--- src/rtl/boot_loader_ctrl_if.sv ---
`default_nettype none
// ============================================================================
// Module      : boot_loader_ctrl_if
// Description : Byte-stream handshake and instruction-memory write port.
// Revision    : 1.0
// ============================================================================
interface boot_loader_ctrl_if #(
    parameter int ADDR_W = 8
);
    logic              rx_valid;
    logic [7:0]        rx_data;
    logic              rx_ready;
    logic              mem_we;
    logic [ADDR_W-1:0] mem_addr;
    logic [31:0]       mem_wdata;

    modport master (
        output rx_valid, rx_data,
        input  rx_ready, mem_we, mem_addr, mem_wdata
    );

    modport slave (
        input  rx_valid, rx_data,
        output rx_ready, mem_we, mem_addr, mem_wdata
    );
endinterface
`default_nettype wire

--- src/rtl/boot_loader_ctrl.sv ---
`default_nettype none
// ============================================================================
// Module      : boot_loader_ctrl
// Description : Loads a framed, checksummed image into instruction memory and
//               holds the core in reset until the image is valid.
// Revision    : 1.0
// ============================================================================
module boot_loader_ctrl #(
    parameter int MEM_DEPTH   = 256,
    parameter int ADDR_W      = 8,
    parameter int TIMEOUT_CYC = 100000
) (
    input  logic              clk,
    input  logic              rst_n,
    input  logic              i_boot_start,
    boot_loader_ctrl_if.slave io_bus,
    output logic              o_core_rst_n,
    output logic              o_busy,
    output logic              o_done,
    output logic              o_err
);
    localparam int                 c_TMO_W    = $clog2(TIMEOUT_CYC + 1);
    localparam logic [16:0]        c_MAX_LEN  = 17'(MEM_DEPTH);
    localparam logic [c_TMO_W-1:0] c_TMO_LAST = c_TMO_W'(TIMEOUT_CYC - 1);

    typedef enum logic [2:0] {
        S_IDLE   = 3'd0,
        S_LEN_LO = 3'd1,
        S_LEN_HI = 3'd2,
        S_DATA   = 3'd3,
        S_CSUM   = 3'd4,
        S_DONE   = 3'd5,
        S_ERR    = 3'd6
    } state_t;

    state_t             r_state;
    state_t             w_next;
    logic [15:0]        r_len;
    logic [15:0]        r_word_idx;
    logic [1:0]         r_byte_idx;
    logic [7:0]         r_csum;
    logic [23:0]        r_buf;
    logic [c_TMO_W-1:0] r_tmo;
    logic               r_mem_we;
    logic [ADDR_W-1:0]  r_mem_addr;
    logic [31:0]        r_mem_wdata;

    logic               w_in_frame;
    logic               w_accept;
    logic               w_start;
    logic               w_tmo_hit;
    logic               w_last_word;
    logic [15:0]        w_len_full;

    assign w_in_frame  = (r_state == S_LEN_LO) || (r_state == S_LEN_HI) ||
                         (r_state == S_DATA)   || (r_state == S_CSUM);
    assign w_accept    = io_bus.rx_valid && w_in_frame;
    assign w_start     = i_boot_start && !w_in_frame;
    // Fires on the cycle the idle counter would reach TIMEOUT_CYC.
    assign w_tmo_hit   = !w_accept && (r_tmo == c_TMO_LAST);
    assign w_len_full  = {io_bus.rx_data, r_len[7:0]};
    assign w_last_word = (r_byte_idx == 2'd3) && (r_word_idx == r_len - 16'd1);

    always_ff @(posedge clk or negedge rst_n) begin
        if (!rst_n) begin
            r_state <= S_IDLE;
        end else begin
            r_state <= w_next;
        end
    end

    always_comb begin
        w_next = r_state;
        case (r_state)
            S_IDLE, S_DONE, S_ERR: begin
                if (w_start) begin
                    w_next = S_LEN_LO;
                end
            end
            S_LEN_LO: begin
                if (w_accept) begin
                    w_next = S_LEN_HI;
                end
            end
            S_LEN_HI: begin
                if (w_accept) begin
                    if ({1'b0, w_len_full} > c_MAX_LEN) begin
                        w_next = S_ERR;
                    end else if (w_len_full == 16'd0) begin
                        w_next = S_CSUM;
                    end else begin
                        w_next = S_DATA;
                    end
                end else if (w_tmo_hit) begin
                    w_next = S_ERR;
                end
            end
            S_DATA: begin
                if (w_accept) begin
                    if (w_last_word) begin
                        w_next = S_CSUM;
                    end
                end else if (w_tmo_hit) begin
                    w_next = S_ERR;
                end
            end
            S_CSUM: begin
                if (w_accept) begin
                    w_next = (io_bus.rx_data == r_csum) ? S_DONE : S_ERR;
                end else if (w_tmo_hit) begin
                    w_next = S_ERR;
                end
            end
            default: w_next = S_IDLE;
        endcase
    end

    always_ff @(posedge clk or negedge rst_n) begin
        if (!rst_n) begin
            r_len       <= '0;
            r_word_idx  <= '0;
            r_byte_idx  <= '0;
            r_csum      <= '0;
            r_buf       <= '0;
            r_tmo       <= '0;
            r_mem_we    <= 1'b0;
            r_mem_addr  <= '0;
            r_mem_wdata <= '0;
        end else begin
            r_mem_we <= 1'b0;

            if (w_start) begin
                r_word_idx <= '0;
                r_byte_idx <= '0;
                r_csum     <= '0;
            end

            if (w_accept) begin
                case (r_state)
                    S_LEN_LO: r_len[7:0]  <= io_bus.rx_data;
                    S_LEN_HI: r_len[15:8] <= io_bus.rx_data;
                    S_DATA: begin
                        r_csum     <= r_csum + io_bus.rx_data;
                        r_byte_idx <= r_byte_idx + 2'd1;
                        // Bytes arrive LSB first; the fourth completes the word.
                        case (r_byte_idx)
                            2'd0: r_buf[7:0]   <= io_bus.rx_data;
                            2'd1: r_buf[15:8]  <= io_bus.rx_data;
                            2'd2: r_buf[23:16] <= io_bus.rx_data;
                            default: begin
                                r_mem_we    <= 1'b1;
                                r_mem_addr  <= r_word_idx[ADDR_W-1:0];
                                r_mem_wdata <= {io_bus.rx_data, r_buf};
                                r_word_idx  <= r_word_idx + 16'd1;
                            end
                        endcase
                    end
                    default: ;
                endcase
            end

            if ((r_state == S_LEN_HI) || (r_state == S_DATA) || (r_state == S_CSUM)) begin
                r_tmo <= w_accept ? '0 : r_tmo + 1'b1;
            end else begin
                r_tmo <= '0;
            end
        end
    end

    assign io_bus.rx_ready  = w_in_frame;
    assign io_bus.mem_we    = r_mem_we;
    assign io_bus.mem_addr  = r_mem_addr;
    assign io_bus.mem_wdata = r_mem_wdata;

    assign o_busy       = w_in_frame;
    assign o_done       = (r_state == S_DONE);
    assign o_err        = (r_state == S_ERR);
    assign o_core_rst_n = (r_state == S_DONE);

endmodule
`default_nettype wire

--- src/flat_wrapper.sv ---
// flat-port wrapper written by rule: the top's interface ports become plain ports
module boot_loader_ctrl_flat 
#(
    parameter int MEM_DEPTH   = 256,
    parameter int ADDR_W      = 8,
    parameter int TIMEOUT_CYC = 100000
)
  (clk, rst_n, i_boot_start, o_core_rst_n, o_busy, o_done, o_err, io_bus_rx_valid, io_bus_rx_data, io_bus_rx_ready, io_bus_mem_we, io_bus_mem_addr, io_bus_mem_wdata);
  boot_loader_ctrl_if #(.ADDR_W(ADDR_W)) io_bus_i ();
  input  logic clk;
  input  logic rst_n;
  input  logic i_boot_start;
  output logic o_core_rst_n;
  output logic o_busy;
  output logic o_done;
  output logic o_err;
  input wire logic [$bits(io_bus_i.rx_valid)-1:0] io_bus_rx_valid;
  input wire logic [$bits(io_bus_i.rx_data)-1:0] io_bus_rx_data;
  output wire logic [$bits(io_bus_i.rx_ready)-1:0] io_bus_rx_ready;
  output wire logic [$bits(io_bus_i.mem_we)-1:0] io_bus_mem_we;
  output wire logic [$bits(io_bus_i.mem_addr)-1:0] io_bus_mem_addr;
  output wire logic [$bits(io_bus_i.mem_wdata)-1:0] io_bus_mem_wdata;
  assign io_bus_i.rx_valid = io_bus_rx_valid;
  assign io_bus_i.rx_data = io_bus_rx_data;
  assign io_bus_rx_ready = io_bus_i.rx_ready;
  assign io_bus_mem_we = io_bus_i.mem_we;
  assign io_bus_mem_addr = io_bus_i.mem_addr;
  assign io_bus_mem_wdata = io_bus_i.mem_wdata;
  boot_loader_ctrl #(.MEM_DEPTH(MEM_DEPTH), .ADDR_W(ADDR_W), .TIMEOUT_CYC(TIMEOUT_CYC)) u_core (.clk(clk), .rst_n(rst_n), .i_boot_start(i_boot_start), .io_bus(io_bus_i), .o_core_rst_n(o_core_rst_n), .o_busy(o_busy), .o_done(o_done), .o_err(o_err));
endmodule
--- config.mk ---
export PLATFORM = sky130hd
export DESIGN_NAME = boot_loader_ctrl_flat
export DESIGN_NICKNAME = d
export VERILOG_FILES = /design/src/rtl/boot_loader_ctrl_if.sv /design/src/rtl/boot_loader_ctrl.sv /design/src/flat_wrapper.sv
export SDC_FILE = /design/constraint.sdc
export NUM_CORES = 1
export LEC_CHECK = 0
export BUFFER_PORTS_ARGS = -buffer_cell sky130_fd_sc_hd__clkbuf_2
export CORE_UTILIZATION = 44
export DETAILED_ROUTE_END_ITERATION = 10
export HOLD_SLACK_MARGIN = 0.15
export PLACE_DENSITY = 0.62
export SLEW_MARGIN = 0
export SYNTH_ARGS = -nofsm -noshare
export SYNTH_HDL_FRONTEND = slang
export SYNTH_SLANG_ARGS = --single-unit
--- constraint.sdc ---
create_clock -name clk -period 8.3 [get_ports clk]
set_input_delay 0 -clock clk [delete_from_list [all_inputs] [get_ports clk]]
set_output_delay 0 -clock clk [all_outputs]
set_load 0.03 [all_outputs]
After elaboration in Yosys (flattened, before gate mapping)

Index checks and enable logic that the tools add are counted.

Add/sub/neg operators: 5
Multipliers: 0
Divide/modulo/power cells: 0
Order comparisons: 1
Equal/unequal tests: 15
Shifts and indexed selects: 0
Mux-type cells: 26
Bitwise gates (word level): 1
Reduce and logical (&&, ||, !) cells: 23

Operators by type and width:

| operator                                              | number |
|---|---|
| 2-to-1 mux 16 bit                                     | 4 |
| 2-to-1 mux 17 bit                                     | 2 |
| 2-to-1 mux 3 bit                                      | 9 |
| 2-to-1 mux 8 bit                                      | 3 |
| adder 17 x 1 -> 17 bit, second input constant         | 1 |
| == test 17 bit, second input constant                 | 1 |
| adder 16 x 1 -> 16 bit, second input constant         | 1 |
| == test 16 bit                                        | 1 |
| > comparator 16 x 9 -> 1 bit, second input constant   | 1 |
| zero test 16 bit                                      | 1 |
| subtractor 16 x 1 -> 16 bit, second input constant    | 1 |
| case mux 3 bit (5 select lines)                       | 1 |
| AND reduction 3 bit                                   | 5 |
| == test 3 bit, second input constant                  | 3 |
| adder 8 bit                                           | 1 |
| == test 8 bit                                         | 1 |
| 2-to-1 mux 2 bit                                      | 4 |
| == test 3 x 2 -> 1 bit, second input constant         | 2 |
| OR reduction 3 bit                                    | 2 |
| logical OR 1 bit                                      | 5 |
| == test 2 bit, second input constant                  | 2 |
| logical AND 1 bit                                     | 4 |
| inequality test 2 x 1 -> 1 bit, second input constant | 2 |
| AND reduction 2 bit                                   | 2 |
| 9 further kinds                                       | 12 |

Bits in registers: 127
Latch bits: 0
RAM bits: 0
Bits in read-only memories: 0
Bits of input ports: 12
Output and inout port bits: 46
Logic and storage cells: 84
Memories kept: 0

Depth between registers and ports, before layout

Depth in word-level cells: 10
Mapped depth: 10
Depth with buffers taken out: 10

Least setup slack after synthesis

Ideal clock, no wire load.

Kind: reg-to-reg
Start: register u_core.r_len[0]
End: register u_core.r_state[0]
Library setup time: 0.082 ns
Data arrival time: 2.556 ns
Data required time: 8.218 ns
Setup slack: 5.662 ns
Cell stages (with the launch flop): 11
Buffers on the path: 1
Clock period less this slack: 2.638 ns
Path through: dfrtp_1 inv_1 ha_1 clkbuf_1 or3b_2 or2_2 xnor2_1 o41ai_1 a311o_1 o21ai_0 a31oi_1

Cells in the longest elaborated chain, start to end: 5
Elaborated cells on any way between the ends: 11
Those cells by class: add/sub (1); order compare (1); eq/ne (2); mux (4); reduce/logical (3)

RTL lines:

| what                                                                             | RTL line                                       | RTL |
|---|---|---|
| start: declaration                                                               | boot_loader_ctrl.sv:38                         | `logic [15:0] r_len;` |
| start signal: assignment                                                         | boot_loader_ctrl.sv:140                        | `S_LEN_LO: r_len[7:0] <= io_bus.rx_data;` |
| subtractor 16 x 1 -> 16 bit or zero test 16 bit (tied branches)                  | boot_loader_ctrl.sv:62, boot_loader_ctrl.sv:89 |  |
| == test 16 bit or 2-to-1 mux 3 bit (tied branches)                               | boot_loader_ctrl.sv:62, boot_loader_ctrl.sv:89 |  |
| logical AND 1 bit or 2-to-1 mux 3 bit (tied branches)                            | boot_loader_ctrl.sv:62, boot_loader_ctrl.sv:87 |  |
| inequality test 3 bit (no line) or 2-to-1 mux 3 bit (tied branches)              | --                                             |  |
| AND reduction 3 bit (no line) or case mux 3 bit (5 select lines) (tied branches) | --                                             |  |
| end signal: assignment                                                           | boot_loader_ctrl.sv:68                         | `r_state <= w_next;` |
| end: declaration                                                                 | boot_loader_ctrl.sv:36                         | `state_t r_state;` |

Several ways; a longest one is shown, not always the timed one.
A chain may end at the register's enable or synchronous reset.

Final worst setup path

Start: register u_core.r_state[2]
End: register u_core.r_word_idx[15]

Cells in the longest elaborated chain, start to end: 10
Elaborated cells on any way between the ends: 14
Those cells by class: eq/ne (4); mux (4); reduce/logical (6)

RTL lines:

| what                                                             | RTL line                | RTL |
|---|---|---|
| == test 3 x 1 -> 1 bit or == test 3 x 2 -> 1 bit (tied branches) | boot_loader_ctrl.sv:55  | `assign w_in_frame = (r_state == S_LEN_LO) \|\| (r_state == S_LEN_HI) \|\|` |
| logical OR 1 bit (2 in series)                                   | boot_loader_ctrl.sv:55  |  |
| logical OR 1 bit                                                 | boot_loader_ctrl.sv:56  | `(r_state == S_DATA) \|\| (r_state == S_CSUM);` |
| zero test 1 bit                                                  | boot_loader_ctrl.sv:58  | `assign w_start = i_boot_start && !w_in_frame;` |
| logical AND 1 bit                                                | boot_loader_ctrl.sv:58  |  |
| 2-to-1 mux 16 bit                                                | boot_loader_ctrl.sv:132 | `if (w_start) begin` |
| 2-to-1 mux 16 bit                                                | boot_loader_ctrl.sv:146 | `case (r_byte_idx)` |
| 2-to-1 mux 16 bit                                                | boot_loader_ctrl.sv:139 | `case (r_state)` |
| 2-to-1 mux 16 bit (*)                                            | boot_loader_ctrl.sv:138 | `if (w_accept) begin` |
| end signal: assignment                                           | boot_loader_ctrl.sv:154 | `r_word_idx <= r_word_idx + 16'd1;` |
| end: declaration                                                 | boot_loader_ctrl.sv:39  | `logic [15:0] r_word_idx;` |

Mark *: on every way between the ends. The rest lies on a longest branch, timed or not.

==> reports/qor.json <==
{
  "run_status": {
    "outcome": "completed"
  },
  "yosys": {
    "postSynthRegisterBits": 127,
    "synth_edf_count": 0,
    "mappedNetlistNets": 638,
    "top_cell_type_s_share_of_synthesized_area_pct": 51.0,
    "yosysSeqAreaShare_pct": 51.0,
    "async_reset_ff_share_pct": 100,
    "netlist_area_sq_um": 6230,
    "synthCells": 611,
    "ys_top_cells_by_area": "dfrtp_1 51%, mux2_2 8.5%, nand2_1 7.3%",
    "synth.yosys.warnings": 0,
    "ys_types": 52,
    "post_synth.cell_area_avg_sq_um": 10.2,
    "library_cell_with_the_largest_summed_area_after_synthesis": "dfrtp_1",
    "synth_top_flop_cell": "dfrtp_1"
  },
  "sta": {
    "timing.max_slew.rel_slack_pct": 42.5,
    "worst_max_slew_pin_slew_ps": 862,
    "hold_viol_final": 0,
    "report.final.setup_viol": 0,
    "fin_setup_tns_ps": 0,
    "final.period_utilization_pct": 43.2,
    "worst_slack_setup_final_ps": 4720,
    "slew_viol_final": 0,
    "post-route-min-period_ps": 3580,
    "grt_setup_unrepaired": "no",
    "worst_clock_skew_ps": 6.72,
    "maxClockFrequency_ghz": 0.279
  },
  "pwr": {
    "static-leakage-power_nw": 3.49,
    "power.share.clock_pct": 30.8,
    "seq_power_share_pct": 39.0,
    "net-switching-power_mw": 0.859,
    "swShare_pct": 35.9,
    "power_per_cell_area_nw_per_um2": 326,
    "max-vdd-ir-drop_mv": 0.199,
    "comb_power_share_pct": 30.2,
    "p_int_mw": 1.53
  },
  "floorplan": {
    "core-area_sq_um": 13800,
    "floorplan.die_area_sq_um": 14600,
    "rows": 43,
    "floorplan.io_pins": 58,
    "initial_utilization_pct": 45.0,
    "die_w_um": 121,
    "die_y_um": 121
  },
  "cts": {
    "cts_root_buf": "clkbuf_16",
    "cts_sinks": 127,
    "insertion_delay_ps": 420,
    "cts_made_buffers": 17,
    "cts_repair_resize_count": 0,
    "clk_pin_slew_ps": 60,
    "cts_tree": "done",
    "cts-root-to-sink-buffers": 2,
    "ctsHtreeMaxLevel": 4
  },
  "global_routing": {
    "groute.layer.met3.usage_pct": 3.90,
    "grt_antenna_before_repair": 0,
    "track_usage_pct": 19.7,
    "grt_start_max_net_pins": 69,
    "global_route_wire_length_before_repair_mm": 22.4,
    "first_global_vias": 4585,
    "grt_overflow_total": 0,
    "gr-usage-met2_pct": 32.2,
    "groute.layer.met1.usage_pct": 25.8,
    "globalRoute.busiestLayer": "met2"
  },
  "setup_path": {
    "crit-reg2reg-launch": "u_core.r_state[2]",
    "crit_path_cell_trace": "nor2b_1 -> and3_1 -> nand2_2 -> inv_1 -> buf_4 -> nand4_1 -> or2_2 -> o211ai_1 -> o31ai_1",
    "worstRegToRegCells": 9,
    "required_ps": 8590,
    "timing.critical_path.slowest_cell_delay_ps": 570,
    "cp_max_fo": 46,
    "worstReg2RegEnd": "u_core.r_word_idx[15]",
    "setup.worst_path.start": "u_core.r_state[2]",
    "timing.critical_path.slowest_stage_cell": "nand2_2",
    "crit_arrival_ps": 3870,
    "setup.worst_path.start_class": "register",
    "worstSetupPathType": "reg2reg",
    "cp-end-kind": "register",
    "register_to_register_setup_slack_ps": 4720
  },
  "cells_and_area": {
    "drive_above_1_share_pct": 22.1,
    "footprint_of_the_flip_flops_and_latches_sq_um": 3180,
    "multi_input_logic_area_sq_um": 2860,
    "synthToLayoutAreaGrowth_pct": 17.7,
    "fill_cells": 1220,
    "layout.nets": 698,
    "antenna-diode-count": 0,
    "layout_common_cells": "127 x dfrtp_1, 121 x nand2_1, 56 x clkbuf_2",
    "most_common_library_cell_in_the_layout_ignoring_fill_and_taps": "dfrtp_1"
  },
  "drt": {
    "num_vias": 4589,
    "wl_per_cell_um": 15.5,
    "detail_route.drc_violations": 0,
    "drtAntennaViolNets": 0,
    "routed_wl_mm": 13.3,
    "drtIter0Drc": 410,
    "drtPass1Iterations": 4,
    "route.detailed.vias_per_inst": 5.32
  },
  "hold_path": {
    "timing.hold.worst.class": "in2async"
  },
  "place": {
    "post-place-ws_ps": 4700,
    "port_buffers": 57,
    "gp_congestion": 0.878,
    "dp_hpwl_mm": 9.06
  },
  "job": {
    "timing.max_cap.violations": 0
  }
}
[flip-flops by register name, summed over array words and instances, names as in the netlist, 2 cells and up]
name,flops
u_core.io_bus.mem_addr,8
u_core.io_bus.mem_wdata,32
u_core.r_buf,24
u_core.r_byte_idx,2
u_core.r_csum,8
u_core.r_len,16
u_core.r_state,3
u_core.r_tmo,17
u_core.r_word_idx,16
[Yosys cell counts, types with 4 or more instances]
master,number
nand4_1,14
a21o_1,4
xnor2_1,18
a31oi_1,4
o31ai_1,5
nand3_1,21
nor2b_1,5
nor4_1,6
mux2i_1,11
nor3_1,8
nor2_1,37
mux2_2,47
a21oi_1,19
clkbuf_1,24
inv_1,15
dfrtp_1,127
ha_1,14
or2_2,4
nand2_1,121
xor2_1,27
and3_1,6
o21ai_0,27
[worst max-delay path by stage]
stage	cells past startpoint	slack, ps	endpoint
2_1_floorplan	10	5660	u_core.r_state[0]
3_3_place_gp	9	4820	u_core.r_word_idx[15]
3_5_place_dp	9	4700	u_core.r_word_idx[15]
4_1_cts	9	4710	u_core.r_word_idx[15]
5_1_grt	9	4400	u_core.r_word_idx[15]
6_report	9	4720	u_core.r_word_idx[15]
[routing by layer]
metal,vias to the layer above,wire length [um]
met4,0,246
met3,19,510
li1,2230,-
met2,87,6360
met5,-,0
met1,2253,6220
[through the flow]
stage	util [%]	power, mW	cells	hold WS (ps)	cell area (sq um)
after floorplan	-	1.48	611	-296	6230
after global placement	48.0	1.63	821	122	6630
after detailed placement	48.0	1.66	821	139	6630
after CTS	53.0	2.41	863	234	7330
after global routing	53.0	2.53	863	279	7330
final	53.0	2.39	863	208	7330
[layout make-up]
| class | count | area share, % |
|---|---|---|
| clock buffer | 19 | 6.18 |
| clock inverter | 12 | 1.84 |
| inverter | 15 | 0.768 |
| multi-input combinational | 439 | 39.1 |
| sequential | 127 | 43.4 |
| tap | 180 | 3.07 |
| timing repair buffer | 71 | 5.73 |
[power by group through the flow]
stage	sequential (mW)	clock [mW]	combinational, mW
6_report	0.932	0.737	0.723
5_1_grt	0.956	0.781	0.797
4_1_cts	0.930	0.750	0.728
3_5_place_dp	0.939	0	0.718
3_3_place_gp	0.929	0	0.701
2_1_floorplan	0.975	0	0.500
[cells by family (layout without fill, tap and decap cells)]
kind of cell / after synthesis / count (layout) / synth area share (%)
AO/OA/AOI/OAI: 75 / 75 / 7.47
XOR/XNOR: 45 / 45 / 6.33
adder cells (fa/ha/maj): 15 / 15 / 3.13
buffers and inverters: 45 / 117 / 2.99
flip-flops: 127 / 127 / 51.0
multiplexers: 58 / 58 / 10.3
AND/OR/NAND/NOR: 246 / 246 / 18.8
[worst max-delay path: cells and delay by family, from the launching register on]
family / cells / cell delay (ps)
AO/OA/AOI/OAI: 2 / 270
buffers and inverters: 2 / 740
flip-flops: 1 / 480
AND/OR/NAND/NOR: 5 / 1920
[repair_timing]
item                       in CTS  in global routing
hold endpoints to repair      109                  0
setup buffers                   0                  0
setup endpoints to repair       0                  0
hold buffers                   11                  0
Note: power is estimated with default switching activity, not from simulation.
